<file path="src/rtl/spi_dac_pkg.sv">
// Shared types and helpers for the SPI DAC arbiter slice: FSM state encoding,
// frame width derivation, gap length derivation and SPI mode 0 idle levels.
package spi_dac_pkg;

  typedef enum logic [1:0] {IDLE, SETUP, SHIFT, GAP} state_t;

  // Mode 0: sck idles low; chip select idles high (deasserted)
  localparam logic SCK_IDLE = 1'b0;
  localparam logic CSN_IDLE = 1'b1;

  function automatic int frame_width(input int aw, input int dw);
    return aw + dw;
  endfunction

  // The latch strobe must finish inside the gap, so the gap stretches when it is enabled
  function automatic int gap_len(input int csn_gap, input int sck_div, input bit ldac_en);
    return (ldac_en && (sck_div + 1 > csn_gap)) ? sck_div + 1 : csn_gap;
  endfunction

endpackage

</file>
<file path="src/rtl/spi_dac_arbiter_if.sv">
// Requester handshake and DAC pin bundle; the arbiter uses the slave view,
// requesters and the DAC side use the master view.
interface spi_dac_arbiter_if #(
  parameter int N_REQ      = 3,
  parameter int DATA_WIDTH = 12,
  parameter int ADDR_WIDTH = 4
);
  logic [N_REQ-1:0]            req;
  logic [N_REQ*DATA_WIDTH-1:0] wdat;
  logic [N_REQ*ADDR_WIDTH-1:0] waddr;
  logic [N_REQ-1:0]            gnt;
  logic                        done;
  logic                        busy;
  logic                        sck;
  logic                        mosi;
  logic                        csn;
  logic                        ldacn;

  modport slave (
    input  req, wdat, waddr,
    output gnt, done, busy, sck, mosi, csn, ldacn
  );

  modport master (
    output req, wdat, waddr,
    input  gnt, done, busy, sck, mosi, csn, ldacn
  );
endinterface

</file>
<file path="src/rtl/spi_frame_tx.sv">
// Frame serializer: sck divider, MSB-first shift register, csn framing, gap pacing,
// done pulse and the optional DAC latch strobe (SPI_DAC_ARB_LDAC_EN).
//
// state | meaning
// IDLE  | csn high, waiting for load
// SETUP | csn low, first bit on mosi, SCK_DIV cycles before first rising edge
// SHIFT | sck toggles every SCK_DIV cycles; mosi advances on each falling edge
// GAP   | csn high, done pulsed on entry, holds off the next load
module spi_frame_tx
  import spi_dac_pkg::*;
#(
  parameter int FW      = 16,
  parameter int SCK_DIV = 2,
  parameter int CSN_GAP = 2
) (
  input  logic          clk,
  input  logic          arstn,
  input  logic          load,
  input  logic [FW-1:0] frame,
  output logic          busy,
  output logic          done,
  output logic          sck,
  output logic          mosi,
  output logic          csn,
  output logic          ldacn
);

`ifdef SPI_DAC_ARB_LDAC_EN
  localparam bit LDAC_EN = 1'b1;
`else
  localparam bit LDAC_EN = 1'b0;
`endif
  localparam int GAP_LEN = gap_len(CSN_GAP, SCK_DIV, LDAC_EN);
  localparam int CW      = 16;
  localparam int BW      = $clog2(FW + 1);

  state_t        state;
  logic [CW-1:0] cnt;
  logic [BW-1:0] bit_cnt;
  logic [FW-1:0] sh;

  // Zeros shift in behind the frame, so mosi is already 0 once the last bit is out
  assign mosi = sh[FW-1];

  always_ff @(posedge clk or negedge arstn) begin
    if (!arstn) begin
      state   <= IDLE;
      cnt     <= '0;
      bit_cnt <= '0;
      sh      <= '0;
      busy    <= 1'b0;
      done    <= 1'b0;
      sck     <= SCK_IDLE;
      csn     <= CSN_IDLE;
    end else begin
      done <= 1'b0;
      case (state)
        IDLE: begin
          if (load) begin
            state   <= SETUP;
            busy    <= 1'b1;
            csn     <= ~CSN_IDLE;
            sh      <= frame;
            cnt     <= CW'(SCK_DIV - 1);
            bit_cnt <= BW'(FW - 1);
          end
        end
        SETUP: begin
          if (cnt == '0) begin
            state <= SHIFT;
            sck   <= ~SCK_IDLE;
            cnt   <= CW'(SCK_DIV - 1);
          end else begin
            cnt <= cnt - CW'(1);
          end
        end
        SHIFT: begin
          if (cnt != '0) begin
            cnt <= cnt - CW'(1);
          end else if (sck) begin
            sck <= 1'b0;
            sh  <= {sh[FW-2:0], 1'b0};
            cnt <= CW'(SCK_DIV - 1);
          end else if (bit_cnt == '0) begin
            state <= GAP;
            csn   <= CSN_IDLE;
            done  <= 1'b1;
            sh    <= '0;
            cnt   <= CW'(GAP_LEN - 1);
          end else begin
            bit_cnt <= bit_cnt - BW'(1);
            sck     <= 1'b1;
            cnt     <= CW'(SCK_DIV - 1);
          end
        end
        GAP: begin
          if (cnt == '0) begin
            state <= IDLE;
            busy  <= 1'b0;
          end else begin
            cnt <= cnt - CW'(1);
          end
        end
        default: state <= IDLE;
      endcase
    end
  end

`ifdef SPI_DAC_ARB_LDAC_EN
  logic          last_edge;
  logic [CW-1:0] ldac_cnt;

  // Asserted in the cycle before csn rises, so ldacn falls together with csn rising
  assign last_edge = (state == SHIFT) && (cnt == '0) && !sck && (bit_cnt == '0);

  always_ff @(posedge clk or negedge arstn) begin
    if (!arstn) begin
      ldacn    <= 1'b1;
      ldac_cnt <= '0;
    end else if (last_edge) begin
      ldacn    <= 1'b0;
      ldac_cnt <= CW'(SCK_DIV - 1);
    end else if (!ldacn) begin
      if (ldac_cnt == '0) ldacn <= 1'b1;
      else                ldac_cnt <= ldac_cnt - CW'(1);
    end
  end
`else
  assign ldacn = 1'b1;
`endif

endmodule

</file>
<file path="src/rtl/spi_dac_arbiter.sv">
// Round-robin arbiter sharing one SPI DAC link between N_REQ requesters; the winner's
// {waddr, wdat} is serialized by spi_frame_tx. Optional latch strobe: SPI_DAC_ARB_LDAC_EN.
module spi_dac_arbiter
  import spi_dac_pkg::*;
#(
  parameter int N_REQ      = 3,
  parameter int DATA_WIDTH = 12,
  parameter int ADDR_WIDTH = 4,
  parameter int SCK_DIV    = 2,
  parameter int CSN_GAP    = 2
) (
  input logic               clk,
  input logic               arstn,
  spi_dac_arbiter_if.slave  bus
);

  localparam int FW = frame_width(ADDR_WIDTH, DATA_WIDTH);
  localparam int PW = $clog2(N_REQ);

  if (FW > 32) begin : g_bad_fw
    $error("spi_dac_arbiter: ADDR_WIDTH+DATA_WIDTH must not exceed 32");
  end
  if (N_REQ < 2 || N_REQ > 8) begin : g_bad_nreq
    $error("spi_dac_arbiter: N_REQ must be in 2..8");
  end
  if (SCK_DIV < 1 || CSN_GAP < 1) begin : g_bad_timing
    $error("spi_dac_arbiter: SCK_DIV and CSN_GAP must be at least 1");
  end

  logic [PW-1:0] ptr;
  logic [PW-1:0] win;
  logic [PW:0]   cand;
  logic          found;
  logic          load;
  logic          tx_busy;
  logic [FW-1:0] frame;

  // Search starts at the pointer and wraps; the extra cand bit absorbs ptr+i overflow
  always_comb begin
    found = 1'b0;
    win   = ptr;
    cand  = '0;
    for (int i = 0; i < N_REQ; i++) begin
      cand = {1'b0, ptr} + (PW+1)'(i);
      if (cand >= (PW+1)'(N_REQ)) cand = cand - (PW+1)'(N_REQ);
      if (!found && bus.req[cand[PW-1:0]]) begin
        found = 1'b1;
        win   = cand[PW-1:0];
      end
    end
  end

  assign load  = found && !tx_busy;
  assign frame = {bus.waddr[win*ADDR_WIDTH +: ADDR_WIDTH],
                  bus.wdat[win*DATA_WIDTH +: DATA_WIDTH]};
  assign bus.busy = tx_busy;

  always_ff @(posedge clk or negedge arstn) begin
    if (!arstn) begin
      ptr     <= '0;
      bus.gnt <= '0;
    end else begin
      bus.gnt <= '0;
      if (load) begin
        bus.gnt <= N_REQ'(1) << win;
        ptr     <= (win == PW'(N_REQ - 1)) ? '0 : win + PW'(1);
      end
    end
  end

  spi_frame_tx #(
    .FW      (FW),
    .SCK_DIV (SCK_DIV),
    .CSN_GAP (CSN_GAP)
  ) u_tx (
    .clk   (clk),
    .arstn (arstn),
    .load  (load),
    .frame (frame),
    .busy  (tx_busy),
    .done  (bus.done),
    .sck   (bus.sck),
    .mosi  (bus.mosi),
    .csn   (bus.csn),
    .ldacn (bus.ldacn)
  );

endmodule
</file>
<file path="src/flat_wrapper.sv">
// flat-port wrapper written by rule: the top's interface ports become plain ports
module spi_dac_arbiter_flat import spi_dac_pkg::*;
#(
  parameter int N_REQ      = 3,
  parameter int DATA_WIDTH = 12,
  parameter int ADDR_WIDTH = 4,
  parameter int SCK_DIV    = 2,
  parameter int CSN_GAP    = 2
)
  (clk, arstn, bus_req, bus_wdat, bus_waddr, bus_gnt, bus_done, bus_busy, bus_sck, bus_mosi, bus_csn, bus_ldacn);
  spi_dac_arbiter_if #(.N_REQ(N_REQ), .DATA_WIDTH(DATA_WIDTH), .ADDR_WIDTH(ADDR_WIDTH)) bus_i ();
  input logic clk;
  input logic arstn;
  input wire logic [$bits(bus_i.req)-1:0] bus_req;
  input wire logic [$bits(bus_i.wdat)-1:0] bus_wdat;
  input wire logic [$bits(bus_i.waddr)-1:0] bus_waddr;
  output wire logic [$bits(bus_i.gnt)-1:0] bus_gnt;
  output wire logic [$bits(bus_i.done)-1:0] bus_done;
  output wire logic [$bits(bus_i.busy)-1:0] bus_busy;
  output wire logic [$bits(bus_i.sck)-1:0] bus_sck;
  output wire logic [$bits(bus_i.mosi)-1:0] bus_mosi;
  output wire logic [$bits(bus_i.csn)-1:0] bus_csn;
  output wire logic [$bits(bus_i.ldacn)-1:0] bus_ldacn;
  assign bus_i.req = bus_req;
  assign bus_i.wdat = bus_wdat;
  assign bus_i.waddr = bus_waddr;
  assign bus_gnt = bus_i.gnt;
  assign bus_done = bus_i.done;
  assign bus_busy = bus_i.busy;
  assign bus_sck = bus_i.sck;
  assign bus_mosi = bus_i.mosi;
  assign bus_csn = bus_i.csn;
  assign bus_ldacn = bus_i.ldacn;
  spi_dac_arbiter #(.N_REQ(N_REQ), .DATA_WIDTH(DATA_WIDTH), .ADDR_WIDTH(ADDR_WIDTH), .SCK_DIV(SCK_DIV), .CSN_GAP(CSN_GAP)) u_core (.clk(clk), .arstn(arstn), .bus(bus_i));
endmodule
</file>
<file path="config.mk">
export PLATFORM = sky130hd
export DESIGN_NAME = spi_dac_arbiter_flat
export DESIGN_NICKNAME = d
export VERILOG_FILES = /design/src/rtl/spi_dac_pkg.sv /design/src/rtl/spi_dac_arbiter_if.sv /design/src/rtl/spi_frame_tx.sv /design/src/rtl/spi_dac_arbiter.sv /design/src/flat_wrapper.sv
export SDC_FILE = /design/constraint.sdc
export NUM_CORES = 1
export LEC_CHECK = 0
export BUFFER_PORTS_ARGS = -buffer_cell sky130_fd_sc_hd__buf_2
export CAP_MARGIN = 20
export CORE_MARGIN = 5
export CORE_UTILIZATION = 40
export CTS_CLUSTER_DIAMETER = 40
export CTS_CLUSTER_SIZE = 24
export DETAILED_ROUTE_END_ITERATION = 7
export GPL_ROUTABILITY_DRIVEN = 0
export PLACE_DENSITY_LB_ADDON = 0.12
export SLEW_MARGIN = 20
export SYNTH_ARGS = -nofsm -noshare
export SYNTH_HDL_FRONTEND = slang
export SYNTH_SLANG_ARGS = --single-unit
</file>
<file path="constraint.sdc">
create_clock -name clk -period 3.45 [get_ports clk]
set_input_delay 0.5175 -clock clk [delete_from_list [all_inputs] [get_ports clk]]
set_output_delay 0.5175 -clock clk [all_outputs]
set_load 0.005 [all_outputs]
</file>
==> reports/results.ini, run 1 <==
[route]
drc=0
post_drt_wl_per_cell_um=17.2
wl_um=9920
drt_iter0_markers=257
drtAntennaViolNets=0
avgViaCountPerCell=6.18
vias=3562
drt_first_pass_iters=5

[sta]
hold_viol=0
fin_crit_sh_pct=91.4
setup_violations=0
rsz0062_at_grt=no
period_minus_slack_ns=3.15
max_freq_mhz=317
slew_headroom_pct=47.2
fin_setup_tns_ns=0
skew_ns=0.00997
worstMarginPinSlew_ns=0.784
finalMaxSlewViolations=0
timing.hold.ws_ns=0.205

[synthesis]
ys.warnings.count=0
synthSimpleGateAreaFrac_pct=23.3
synth_area_mm2=0.00358
synth_top_family_by_area=compound AO/OA/AOI/OAI gates
synthFlopType=dfrtp_1
ys_ff_latch=48
netlist_instances=422
synthMuxAreaShare_pct=0.594
syn_avg_cell_area_um2=8.49
async_flop_share_pct=100
synthAdderAreaFrac_pct=3.46
syn_nets=484
synthXorXnorAreaFrac_pct=1.71
synth_compound_area_share_pct=31.7
synth_edf_count=0
seq_area_frac_synth_pct=33.6
synthDistinctLibCells=63

[floorplanning]
initial_utilization_pct=41.1
rows=34
io_pins=62
die_x_um=105
coreArea_mm2=0.00872
dieArea_mm2=0.0109
dieHeight_um=105

[cts]
cts.sinks=48
post_cts_buffers=0
cts_tree=done
cts-htree-levels=2
cts_resized=0
cts-buffers-inserted=5
clkTransAtPathRegs_ns=0.10
cts_root_buf=clkbuf_8
ctsHoldBuffers=0
insertion_delay_ns=0.31
cts_max_path_buffers=2

[worst_setup_path]
crit_fanout=46
end_kind=register
crit_type=reg -> reg
r2r-start=u_core.ptr[0]$_DFFE_PN0P_
arrival_ns=3.35
startpoint_type=register
crit_path_start=u_core.ptr[0]$_DFFE_PN0P_
timing.critical_path.required_ns=3.65
r2r_cells=11

[cells_and_area]
area_growth_pct=15.3
nets=529
fin_cells=576
antenna_cells=0
seq_area_mm2=0.00120
fillCellCount=860
mostFrequentLayoutCell=buf_2
drive_gt1_share_pct=22.2
final_cell_mix=buf_2 (59), nand2_1 (56), dfrtp_1 (47)
post-route-util_pct=47.3
multi_input_area_mm2=0.00220

[global_route]
grt_usage_pct=17.5
grt_pass1_wl_um=16300
grt_overflow=0
grt_max_degree=49
grt_pass1_vias=3275
antenna_found_initial=0

[run_status]
outcome=finished clean

[power]
ir_drop_uv=770
leakage_nw=1.71
p_per_area_mw_per_mm2=947

[placed_design]
dpl.cell_count=568
dp_hpwl_um=6970
port_buffers=60

[hold_path]
hp-class=in -> async

[flow_run]
cap_viol_max_count=0

-- Yosys cell counts, drive strengths merged, types with 2 or more instances --
cell / number / area share, %
o41ai: 2 / 0.49
o221a: 15 / 4.7
nand2: 56 / 5.9
and3: 2 / 0.35
a31oi: 18 / 3.1
nor3: 13 / 1.8
a2bb2oi: 2 / 0.49
a31o: 15 / 3.7
a211oi: 9 / 2.2
nor2b: 3 / 0.52
o41a: 2 / 0.63
o211ai: 17 / 3.6
or4: 5 / 1.2
nand3: 20 / 2.8
o31ai: 2 / 0.42
o311ai: 2 / 0.49
nand2b: 5 / 0.87
dfrtp: 47 / 33
o22a: 2 / 0.49
inv: 13 / 1.4
clkbuf: 28 / 2.9
nand4: 18 / 3.1
nor3b: 2 / 0.42
o21ai: 13 / 1.8
nor2: 23 / 2.5
buf: 8 / 1.3
or3: 9 / 1.6
xnor2: 5 / 1.2
a21o: 18 / 3.8
ha: 9 / 3.1
and4: 3 / 0.73
a21oi: 11 / 1.5
a2111oi: 3 / 1.8
xor2: 2 / 0.49
-- sequential cells by signal, summed over array words and instances (netlist names) --
| signal | count |
|---|---|
| u_core.u_tx.cnt | 16 |
| u_core.u_tx.sh | 16 |
| u_core.u_tx.bit_cnt | 5 |
| u_core.bus.gnt | 3 |
| u_core.ptr | 2 |
| u_core.u_tx.state | 2 |
| u_core.u_tx.busy | 1 |
| u_core.u_tx.csn | 1 |
| u_core.u_tx.done | 1 |
| u_core.u_tx.sck | 1 |
-- power by group --
part	internal [W]	switching (W)	total [W]
sequential	0.000718	0.000158	0.000876
combinational	0.000966	0.00165	0.00262
clock	0.000215	0.000198	0.000413
-- critical path, cell delays in order, from the launching register on --
cell,delay (ns)
dfrtp_1,0.41
inv_1,0.06
ha_1,0.34
buf_4,0.22
and4bb_2,0.25
o21ai_0,0.35
o41a_1,0.35
buf_12,0.25
a31oi_2,0.10
buf_4,0.24
a31o_1,0.23
o221a_2,0.23
-- per-layer routing --
layer | GRT usage, % | vias up | share of wire, % | wire [um]
met2 | 25.4 | 127 | 45 | 4480
met4 | 4.29 | 0 | 1.2 | 119
met1 | 26.8 | 1724 | 47 | 4710
met3 | 2.96 | 10 | 6.1 | 610
li1 | - | 1701 | - | -
met5 | 0 | - | 0 | 0
-- cell families after synthesis --
| family | Yosys count |
|---|---|
| AND/OR/NAND/NOR | 165 |
| AO/OA/AOI/OAI | 140 |
| buffers and inverters | 49 |
| flip-flops | 48 |
| adder cells (fa/ha/maj) | 10 |
| XOR/XNOR | 7 |
| multiplexers | 2 |
| other | 1 |
-- cell type report --
cell class,count,share of cell area (%)
Multi-Input combinational cell,325,53.2
Sequential cell,48,29.1
Timing Repair Buffer,74,10.5
Tap cell,108,3.27
Clock buffer,5,1.67
Inverter,13,1.18
Clock inverter,3,1.03
-- final timing paths --
kind	endpoint	slack, ns
worst max-delay path	u_core.u_tx.sh[6]$_DFFE_PN0P_	0.30
worst min-delay path	u_core.u_tx.cnt[11]$_DFFE_PN0P_	0.21
worst min register to register	u_core.u_tx.sh[0]$_DFFE_PN0P_	0.52
worst max register to register	u_core.u_tx.sh[6]$_DFFE_PN0P_	0.30
min in group clk	u_core.u_tx.sh[0]$_DFFE_PN0P_	0.49
max in group asynchronous	u_core.u_tx.sh[15]$_DFFE_PN0P_	2.82
-- through the flow --
step,power [W],instance area (um^2),setup WS (ns)
after floorplan,0.00272,3580,0.756
after global placement,0.00344,4020,0.429
after detailed placement,0.00348,4020,0.333
after CTS,0.00391,4130,0.298
after global routing,0.00424,4130,0.191
final,0.00391,4130,0.295
No activity file was read; power rests on OpenSTA's default activity.
==> run 2, diff against run 1 <==
--- a/config.mk
+++ b/config.mk
@@ -19,2 +19,3 @@
 export SYNTH_HDL_FRONTEND = slang
+export SYNTH_HIERARCHICAL = 1
 export SYNTH_SLANG_ARGS = --single-unit
--- a/constraint.sdc
+++ b/constraint.sdc
@@ -3,2 +3,2 @@
 set_output_delay 0.5175 -clock clk [all_outputs]
-set_load 0.005 [all_outputs]
+set_load 0.01 [all_outputs]
==> run 2 against run 1 <==
- clock skew about the same
- clock power about the same
- setup slack got worse by 0.20 ns
- sequential cell count unchanged
- core utilization decreased by 0.12 points
- critical path depth unchanged
- largest power group unchanged
==> reports/results.ini, run 2 <==
[route]
drc=0
drt_first_pass_iters=4
vias=2940
wl_um=8670
avgViaCountPerCell=5.71
drt_iter0_markers=132
drtAntennaViolNets=0
post_drt_wl_per_cell_um=16.8

[placed_design]
port_buffers=60
post-place-ws_ns=-0.0726
place_area_mm2=0.00377
dpl.cell_count=505
dp_hpwl_um=6270

[synthesis]
synthTopCellsByCount=dfrtp_1 (47), mux2i_1 (20), nand3_1 (20), nand2_1 (19), o21ai_1 (18)
synthDistinctLibCells=67
synth.most_common_cell=dfrtp_1
ys_ff_latch=48
synth_area_leaders=dfrtp_1 (35%), mux2i_1 (5.9%), mux2_4 (4.9%)
syn_nets=415
async_flop_share_pct=100
syn_avg_cell_area_um2=9.67
ys.warnings.count=6
synth_edf_count=0
netlist_instances=351
seq_area_frac_synth_pct=35.4
synth_area_mm2=0.00340
synthFlopType=dfrtp_1
synth_top_cell_by_area=dfrtp_1
synth_top_area_share_pct=34.6

[hold_path]
hp-class=in -> async

[sta]
worst_slack_ns=0.0981
period_minus_slack_ns=3.35
fin_crit_sh_pct=97.2
skew_ns=0.0100
finalMaxSlewViolations=0
worstMarginPinSlew_ns=0.764
setup_violations=0
hold_viol=0
slew_headroom_pct=48.8
max_freq_mhz=298
timing.hold.ws_ns=0.242

[floorplanning]
coreArea_mm2=0.00826
dieArea_mm2=0.0104
initial_utilization_pct=41.1
dieHeight_um=102
die_x_um=102
rows=33
io_pins=62

[worst_setup_path]
crit_type=reg -> reg
startpoint_type=register
critical_path.max_stage_delay_ns=0.47
cp.buffers_inverters=2
cp_slowest_cell=a222oi_1
r2r-start=u_core/ptr[0]$_DFFE_PN0P_
crit_fanout=18
cp_cell_sequence=inv_1, ha_1, a22o_1, a222oi_1, o21ai_1, a211oi_4, buf_12, mux2i_1, o21ai_1, a22o_1, mux2_4
arrival_ns=3.55
r2r_cells=11
end_kind=register
crit_path_start=u_core/ptr[0]$_DFFE_PN0P_
r2r_end=u_core/u_tx/sh[4]$_DFFE_PN0P_
r2r_slack_ns=0.1
timing.critical_path.required_ns=3.65
path_delay_family=compound AO/OA/AOI/OAI gates

[cells_and_area]
mostFrequentLayoutCell=buf_2
drive_gt1_share_pct=28.5
nets=473
fin_cells=515
reg_top3=u_core/u_tx/cnt x16, u_core/u_tx/sh x16, u_core/u_tx/bit_cnt x5
final_cell_mix=buf_2 (60), dfrtp_1 (47), mux2i_1 (20), nand3_1 (20), nand2_1 (19)
final_cell_area_mm2=0.00390
antenna_cells=0
area_growth_pct=14.8

[power]
p_per_area_mw_per_mm2=1060
power.switching_w=0.00191
p_seq_share_pct=23.5
pwr-share-comb_pct=66.6
p_clk_share_pct=9.9
leakage_nw=1.75
p_int_w=0.00223
total_power_w=0.00414
ir_drop_uv=454
switching_share_pct=46.2

[cts]
clkTransAtPathRegs_ns=0.09
cts_max_path_buffers=2
cts-htree-levels=2
cts_tree=done
cts_root_buf=clkbuf_8
cts.sinks=48
cts-buffers-inserted=5
insertion_delay_ns=0.31

[global_route]
antenna_found_initial=0
grt_usage_pct=16.7
grt_pass1_vias=2889
grt_max_degree=35
grt_pass1_wl_um=14100
grt_overflow=0

[flow_run]
cap_viol_max_count=0

[run_status]
outcome=finished clean

==> run 2: power groups by stage <==
| stage | clock (W) | combinational (W) | sequential [W] |
|---|---|---|---|
| global placement | 0 | 0.00266 | 0.000981 |
| detailed placement | 0 | 0.00271 | 0.000985 |
| global route | 0.000454 | 0.00303 | 0.00101 |
| finish | 0.000411 | 0.00276 | 0.000975 |
| floorplan | 0 | 0.00221 | 0.000926 |
| CTS | 0.000427 | 0.00273 | 0.000975 |
==> run 2: cell families (layout without fill, tap and decap cells) <==
group / Yosys count / in the layout / share of synthesized area (%)
buffers and inverters: 40 / 99 / 7.18
DFF: 48 / 48 / 35.4
other: 1 / 1 / 0.110
and+or+nand+nor: 110 / 110 / 19.0
adders and majority gates: 11 / 11 / 4.05
AOI/OAI and AO/OA: 103 / 103 / 21.1
muxes: 38 / 38 / 13.1
==> run 2: layout make-up <==
cell class / count / area [um^2]
Multi-Input combinational cell: 263 / 1970
Timing Repair Buffer: 75 / 425
Clock inverter: 2 / 35.0
Fill cell: 827 / 4360
Tap cell: 105 / 131
Inverter: 16 / 60.1
Sequential cell: 48 / 1200
Clock buffer: 6 / 72.6
==> run 2: per-layer routing <==
metal / global-route usage, % / vias to the layer above / routed length, um
met4: 4.64 / 0 / 101
li1: - / 1451 / -
met3: 3.41 / 8 / 732
met2: 26.8 / 99 / 3860
met1: 23.1 / 1382 / 3980
met5: 0 / - / 0
==> run 2: worst max-delay path by stage <==
stage	to	slack, ns	cells after the start
after floorplan	u_core/u_tx/sh[12]$_DFFE_PN0P_	0.30	12
after global placement	u_core/u_tx/sh[4]$_DFFE_PN0P_	-0.01	11
after detailed placement	u_core/u_tx/sh[4]$_DFFE_PN0P_	-0.07	11
after CTS	u_core/u_tx/sh[4]$_DFFE_PN0P_	0.11	11
after global routing	u_core/u_tx/sh[9]$_DFFE_PN0P_	-0.04	11
final	u_core/u_tx/sh[4]$_DFFE_PN0P_	0.1	11
==> run 2: stage by stage <==
stage	util, %	TNS [ns]
final	47.2	0
after global routing	47.2	-0.169
after CTS	47.1	0
after detailed placement	45.7	-0.382
after global placement	45.6	-0.0136
after floorplan	-	0
==> run 2: what timing repair did <==
item                                    CTS  global route
gates resized for setup                   0             3
setup buffers                             1             1
pin swaps                                 1             1
endpoints found under the setup margin   15            18
hold buffers                              0             0
==> run 3, diff against run 2 <==
--- a/config.mk
+++ b/config.mk
@@ -11,2 +11,3 @@
 export CORE_UTILIZATION = 40
+export CTS_BUF_LIST = sky130_fd_sc_hd__clkbuf_2 sky130_fd_sc_hd__clkbuf_4 sky130_fd_sc_hd__clkbuf_8
 export CTS_CLUSTER_DIAMETER = 40
--- a/constraint.sdc
+++ b/constraint.sdc
@@ -3,2 +3,2 @@
 set_output_delay 0.5175 -clock clk [all_outputs]
-set_load 0.01 [all_outputs]
+set_load 0.1 [all_outputs]
==> run 3 against run 2 <==
- non-clock buffer count stayed put
- register-to-register slack better by 0.03 ns
- clock power is 2% higher
- core utilization hardly changed
- routed wire length is 0.43% lower
- largest cell class unchanged
- highest routed layer unchanged
==> reports/results.ini, run 3 (synthesized netlist as in run 2, its figures left out) <==
[route]
wl_um=8630
post_drt_wl_per_cell_um=16.8
drt_iter0_markers=121
vias=2947
drtAntennaViolNets=0
avgViaCountPerCell=5.72
drt_first_pass_iters=4
drc=0

[global_route]
grt_max_degree=35
gr-usage-met1_pct=23.1
grt_pass1_vias=2897
grt_usage_pct=16.8
grt.met3_usage_pct=3.41
busiest_layer=met2
grt_pass1_wl_um=14100
use_met2_pct=26.8
antenna_found_initial=0
grt_overflow=0

[sta]
slew_headroom_pct=48.7
finalMaxSlewViolations=0
hold_viol=0
skew_ns=0.0115
fin_crit_sh_pct=96.2
period_minus_slack_ns=3.32
timing.hold.ws_ns=0.242
worst_slack_ns=0.132
setup_violations=0
worstMarginPinSlew_ns=0.767
max_freq_mhz=301

[floorplanning]
coreArea_mm2=0.00826
die_x_um=102
initial_utilization_pct=41.1
dieHeight_um=102
io_pins=62
dieArea_mm2=0.0104
rows=33

[power]
ir_drop_uv=454
pwr-share-comb_pct=67.3
p_clk_share_pct=9.8
total_power_w=0.00426
leakage_nw=1.75
p_per_area_mw_per_mm2=1090
switching_share_pct=47.4
p_seq_share_pct=22.9
p_int_w=0.00224
power.switching_w=0.00202

[cells_and_area]
area_growth_pct=15.0
reg_top3=u_core/u_tx/cnt x16, u_core/u_tx/sh x16, u_core/u_tx/bit_cnt x5
drive_gt1_share_pct=28.8
fin_cells=515
final_cell_area_mm2=0.00390
final_cell_mix=buf_2 (60), dfrtp_1 (47), mux2i_1 (20), nand3_1 (20), nand2_1 (19)
nets=473
mostFrequentLayoutCell=buf_2
antenna_cells=0

[cts]
cts-htree-levels=2
cts.sinks=48
cts-buffers-inserted=5
clkTransAtPathRegs_ns=0.10
insertion_delay_ns=0.30
cts_tree=done
cts_max_path_buffers=2
ctsHoldBuffers=0
cts_root_buf=clkbuf_8

[worst_setup_path]
cp_cell_sequence=inv_1, ha_1, a22o_1, a222oi_1, o21ai_1, a211oi_4, buf_12, mux2i_1, o21ai_1, a22o_1, mux2_4
startpoint_type=register
critical_path.max_stage_delay_ns=0.44
arrival_ns=3.51
path_delay_family=compound AO/OA/AOI/OAI gates
crit_type=reg -> reg
cp_slowest_cell=a222oi_1
timing.critical_path.required_ns=3.64
cp.buffers_inverters=2
crit_fanout=18
end_kind=register

[run_status]
outcome=finished clean

[placed_design]
dp_hpwl_um=6270
place_area_mm2=0.00377
dpl.cell_count=505
port_buffers=60
post-place-ws_ns=-0.0726

[hold_path]
hp-class=in -> async

[flow_run]
cap_viol_max_count=0

run 3: cell types whose count changed in the layout (fill, tap and decap cells not counted):
cell	change
clkbuf_1	-1
clkbuf_4	+1
run 3: final timing paths:
check                      cells past startpoint                   startpoint  slack (ns)                            end
hold reg to reg                                2  u_core/u_tx/csn$_DFFE_PN1P_        0.52    u_core/u_tx/csn$_DFFE_PN1P_
setup reg to reg                              11    u_core/ptr[0]$_DFFE_PN0P_        0.13  u_core/u_tx/sh[4]$_DFFE_PN0P_
setup / recovery                              11    u_core/ptr[0]$_DFFE_PN0P_        0.13  u_core/u_tx/sh[4]$_DFFE_PN0P_
max in group asynchronous                      2                        arstn        2.39    u_core/u_tx/csn$_DFFE_PN1P_
hold / removal                                 1                        arstn        0.24    u_core/bus.gnt[0]$_DFF_PN0_
min in group clk                               2  u_core/u_tx/csn$_DFFE_PN1P_        0.52    u_core/u_tx/csn$_DFFE_PN1P_
run 3: repair_timing:
action,CTS,global route
setup endpoints to repair,15,18
pin swaps,1,1
resized for setup,0,3
setup buffers,1,1
run 3: power by group through the flow:
stage | Combinational [W] | Sequential [W] | Clock, W
CTS | 0.00284 | 0.000975 | 0.000434
floorplan | 0.00222 | 0.00103 | 0
finish | 0.00286 | 0.000975 | 0.000418
detailed placement | 0.00282 | 0.000985 | 0
global route | 0.00314 | 0.00101 | 0.000462
global placement | 0.00277 | 0.000981 | 0
run 3: layer usage:
layer | vias up | wire length [um] | part of all wire [%]
met5 | - | 0 | 0
met4 | 0 | 63 | 0.73
met2 | 99 | 3870 | 45
met3 | 4 | 754 | 8.7
li1 | 1451 | - | -
met1 | 1393 | 3950 | 46
run 3: area by class of cell:
cell class | instances | area (um^2)
clock inverter | 2 | 35.0
tap | 105 | 131
sequential | 48 | 1200
fill | 822 | 4350
inverter | 16 | 60.1
clock buffer | 6 | 76.3
timing repair buffer | 75 | 425
multi-input combinational | 263 | 1970
run 3: stage by stage:
step	utilization, %	TNS (ns)
global placement	45.6	-0.0136
CTS	47.1	0
detailed placement	45.7	-0.382
global route	47.3	-0.00941
finish	47.3	0
floorplan	-	0
